$ cat src/rtl/rv32_pkg.sv
// Shared RV32I core constants: datapath width, register index width and ABI register numbers.
package rv32_pkg;

  localparam int unsigned XLEN      = 32;
  localparam int unsigned REG_IDX_W = 5;

  localparam logic [REG_IDX_W-1:0] REG_ZERO = 5'd0;
  localparam logic [REG_IDX_W-1:0] REG_RA   = 5'd1;
  localparam logic [REG_IDX_W-1:0] REG_SP   = 5'd2;

  // Top of the initial stack: last word of a 4 KiB data region.
  localparam logic [XLEN-1:0] SP_RESET_VAL = 32'h0000_0FFC;

endpackage

$ cat src/rtl/register_unit.sv
// RV32I integer register file: two combinational read ports plus a debug port, one write per clock.
// Reads have no write bypass; x0 reads zero and x2 comes out of reset holding the stack top.
module register_unit
  import rv32_pkg::*;
#(
  parameter int unsigned     XLEN    = rv32_pkg::XLEN,
  parameter int unsigned     NREGS   = 32,
  parameter logic [XLEN-1:0] SP_INIT = SP_RESET_VAL,
  parameter int unsigned     SP_IDX  = 32'(REG_SP)
) (
  input  logic                     clk,
  input  logic                     rst,
  input  logic [$clog2(NREGS)-1:0] RS1,
  input  logic [$clog2(NREGS)-1:0] RS2,
  input  logic [$clog2(NREGS)-1:0] RD,
  input  logic [XLEN-1:0]          DataWr,
  input  logic                     RUWr,
  output logic [XLEN-1:0]          RU1,
  output logic [XLEN-1:0]          RU2,
  input  logic [$clog2(NREGS)-1:0] DbgAddr,
  output logic [XLEN-1:0]          DbgData,
  output logic [31:0]              WrCount
);

  if (SP_IDX == 0 || SP_IDX >= NREGS) begin : g_bad_sp_idx
    $error("register_unit: SP_IDX must be in 1..NREGS-1");
  end
  if (NREGS < 2 || (NREGS & (NREGS - 1)) != 0) begin : g_bad_nregs
    $error("register_unit: NREGS must be a power of two and at least 2");
  end

  logic [XLEN-1:0] regs_q [NREGS];
  logic [XLEN-1:0] regs_d [NREGS];
  logic [31:0]     wr_cnt_q;
  logic [31:0]     wr_cnt_d;
  logic            wr_commit;

  assign wr_commit = RUWr && (RD != '0);

  always_comb begin
    regs_d   = regs_q;
    wr_cnt_d = wr_cnt_q;
    if (wr_commit) begin
      regs_d[RD] = DataWr;
      wr_cnt_d   = wr_cnt_q + 32'd1;
    end
    // Slot 0 is pinned to zero so it folds away as constant logic.
    regs_d[0] = '0;
  end

  always_ff @(posedge clk or posedge rst) begin
    if (rst) begin
      for (int i = 0; i < int'(NREGS); i++) begin
        regs_q[i] <= (i == int'(SP_IDX)) ? SP_INIT : '0;
      end
      wr_cnt_q <= '0;
    end else begin
      regs_q   <= regs_d;
      wr_cnt_q <= wr_cnt_d;
    end
  end

  assign RU1     = (RS1 == '0) ? '0 : regs_q[RS1];
  assign RU2     = (RS2 == '0) ? '0 : regs_q[RS2];
  assign DbgData = (DbgAddr == '0) ? '0 : regs_q[DbgAddr];
  assign WrCount = wr_cnt_q;

endmodule

$ cat config.mk
export PLATFORM = sky130hd
export DESIGN_NAME = register_unit
export DESIGN_NICKNAME = d
export VERILOG_FILES = /design/src/rtl/rv32_pkg.sv /design/src/rtl/register_unit.sv
export SDC_FILE = /design/constraint.sdc
export NUM_CORES = 2
export LEC_CHECK = 0
export BUFFER_PORTS_ARGS = -buffer_cell sky130_fd_sc_hd__buf_4
export CORE_ASPECT_RATIO = 0.75
export CORE_MARGIN = 2
export CORE_UTILIZATION = 55
export CTS_CLUSTER_DIAMETER = 40
export DETAILED_ROUTE_END_ITERATION = 8
export HOLD_SLACK_MARGIN = 0.1
export PLACE_DENSITY = 0.77
export SYNTH_ARGS = -nofsm -noshare
export SYNTH_HDL_FRONTEND = slang
export SYNTH_SLANG_ARGS = --single-unit
$ cat constraint.sdc
create_clock -name clk -period 48.4 [get_ports clk]
set_input_delay 14.52 -clock clk [delete_from_list [all_inputs] [get_ports clk]]
set_output_delay 14.52 -clock clk [all_outputs]
set_load 0.02 [all_outputs]
==> out/results.txt <==
outcome - completed
post-synth cell types - 49
Die ar. - 116000 um^2
R2R Setup Slk - 46.25 ns
initial antenna violation count - 1
met2 usage - 0.5085
LEAKAGE - 0.02913 uW
initial DRC count - 6395
Critical Path Stages - 10
largest family of logic cells by synthesized area - multiplexers
RSZ-0062 raised after global routing - false
fin cells - 5856
worst hold path depth - 1
clk sinks - 1024
most used flip-flop cell after synthesis - dfrtp_1
Final Util - 0.6149
complex-gate fraction of the synthesized area - 0.04693
Clock Tree Root - clkbuf_16
number of setup buffers added after CTS - 0
actual slew at the worst max-slew pin - 1.335 ns
ys async rst share - 1.000
cell taking the most area after synthesis - dfrtp_1
Slew headroom - 0.1082
syn_nets - 4369
Post-Synth XOR/XNOR Area - 0.004358
CTS tree - done
Final Skew - 0.004391 ns
count leader, synth - mux2_2
setup tns final - 0 ns
GRT busiest layer - met2
Hold Fails Final Rpt - 0
WP data required - 33.88 ns
pin count of the biggest net entering global routing - 162
Post-DRT Antenna Nets - 0
Mapped Cells - 4313
GRT Util Overall - 0.3573
Hold Buf Count CTS - 0
Max FO, Critical Path - 72
core area - 111900 um^2
die width - 392.6 um
VDD IR max - 0.00003929 V
GRT Residual Overflow - 0
first-pass GRT wire length - 300200 um
worst skew pair latency - 0.76 ns
top cell type's share of synthesized area - 0.4073
Power Density - 41.92 nW/um^2
final worst path period share - 0.7025
crit path kind - input pin to output port
proportion of synthesized area in mux cells - 0.4754
delay-heaviest family, CP - buffers and inverters
post-detailed-route via-to-cell ratio - 7.486
r2r worst-path depth - 5
R2R Path Start - WrCount[2]
CTS buffer count - 130
fraction of the mapped netlist area in adder cells - 0.0002008
warning count from the yosys run - 0
fraction of layout cells with a size suffix above 1 - 0.5313
Critical Path End Type - output port
total wire length - 204900 um
Post-synth EDFFs - 0
placed cell count - 5619
mean routed wirelength per cell - 34.99 um
die span in y - 295.5 um
Final Net Count - 4295
min Tclk post-route - 34.00 ns
crit-path cells - buf_8, buf_4, buf_4, buf_4, mux4_2, mux2i_1, nor2_1, a21oi_1, o221ai_1, buf_4
drt drc - 0
# rows - 106
Buf+Inv Stages, Crit Path - 5
Initial Util - 0.5566
RePlAce Congestion - 0.8426
post-synthesis sequential area ratio - 0.4115
Post-synth top cells - 1105 x mux2_2, 1014 x dfrtp_1, 656 x mux4_2
Slowest cell on crit path - buf_4
Max Fclk - 0.02941 GHz
Post-Syn Area - 62310 um^2
Area Growth Syn to Fin - 10.46%
vias after detailed routing - 43840
#FFs+latches synth - 1024
grt met1 use - 0.4889
min-delay worst type - flop to flop
CP Launch Point - RS1[0]
CTS H-tree depth - 4
Post-Synth Simple-Gate Area - 0.02621
clk slew on worst S/H paths - 0.05 ns
Final HPWL DP - 111800 um
# resized after CTS - 0
met3 track demand over resource - 0.1247
Max stage delay on crit path - 0.91 ns
max-cap violation count - 0
CP dominant cell by count - buf_4
CP endpoint - RU1[18]
Avg Cell Area, Syn - 14.45 um^2
fin. max-slew vios - 0
drt first pass iters - 5
Area contributors post-synth - dfrtp_1 41%, mux4_2 24%, mux2_2 20%
Setup-failing EPs final - 0
worst hold slack - 0.4769 ns
clock tree buffer depth - 3
vias in the first global route - 43930
IO Pins - 183
Critical Path AT - 19.48 ns
Port Buffers - 182
Critical Path Source Type - input pin
worst reg2reg path endpoint - WrCount[19]
## where the power goes
part	switching (uW)	internal, uW
combinational	293	406
clock	400	599
sequential	166	1020
## per-stage QoR
stage | area (um^2) | power, uW | worst slack, ns
final | 68820 | 2885 | 14.40
after global routing | 68810 | 2989 | 14.04
after CTS | 68810 | 2878 | 14.38
after detailed placement | 64400 | 1881 | 14.39
after global placement | 64400 | 1850 | 14.42
after floorplan | 62310 | 1681 | 5.080
## per-layer routing
layer / up-vias / share of wire
met5: - / 0.00095
met4: 2 / 0.051
met3: 621 / 0.14
met2: 3253 / 0.43
met1: 23060 / 0.38
li1: 16900 / -
## worst min-delay path by stage
| stage | startpoint | endpoint | slack (ns) |
|---|---|---|---|
| final | WrCount[31] | WrCount[31] | 0.48 |
| after CTS | WrCount[31] | WrCount[31] | 0.48 |
| after detailed placement | WrCount[31] | WrCount[31] | 0.47 |
| after global placement | WrCount[31] | WrCount[31] | 0.46 |
| after global routing | WrCount[28] | WrCount[28] | 0.51 |
| after floorplan | regs_q[119] | regs_q[119] | 0.49 |
## flip-flops by register name, indices dropped and copies added (netlist names)
signal	cells
regs_q	992
WrCount	32
## cell usage in the layout (no fill, tap or decap), types with 12 or more instances in the layout
master | Yosys | routed
dfrtp_1 | 1014 | 1014
nor3_1 | 26 | 26
mux2_2 | 1105 | 1105
o22ai_1 | 24 | 24
clkbuf_8 | 0 | 20
a22oi_1 | 72 | 72
nor2b_1 | 44 | 38
inv_6 | 0 | 12
nor2_1 | 91 | 75
nand3_1 | 15 | 14
nand2_1 | 118 | 101
mux2i_1 | 239 | 239
a311oi_1 | 15 | 15
mux4_2 | 656 | 656
nor2_4 | 0 | 16
a211oi_1 | 22 | 22
o221ai_1 | 64 | 64
nand2_2 | 0 | 13
clkinv_2 | 0 | 17
xnor2_1 | 21 | 21
clkbuf_16 | 0 | 139
a221oi_1 | 43 | 43
o21ai_0 | 66 | 66
clkbuf_1 | 201 | 17
buf_4 | 18 | 255
a21oi_1 | 99 | 99
## cell families after synthesis
group                      Yosys count
muxes                             2001
buffers and inverters              486
DFF                               1024
adders and majority gates            1
xor gates and xnor gates            31
AOI/OAI and AO/OA                  426
and+or+nand+nor                    344
## layout make-up
type	instances	area, um^2
fillers	8315	43110
flip-flops and latches	1024	25640
clock inverters	57	594.3
clock buffers	176	3817
multi-input cells	2803	34700
repair buffers	268	2122
inverters	12	52.55
diodes	4	10.01
well taps	1512	1892
(Power assumes the default switching activity.)
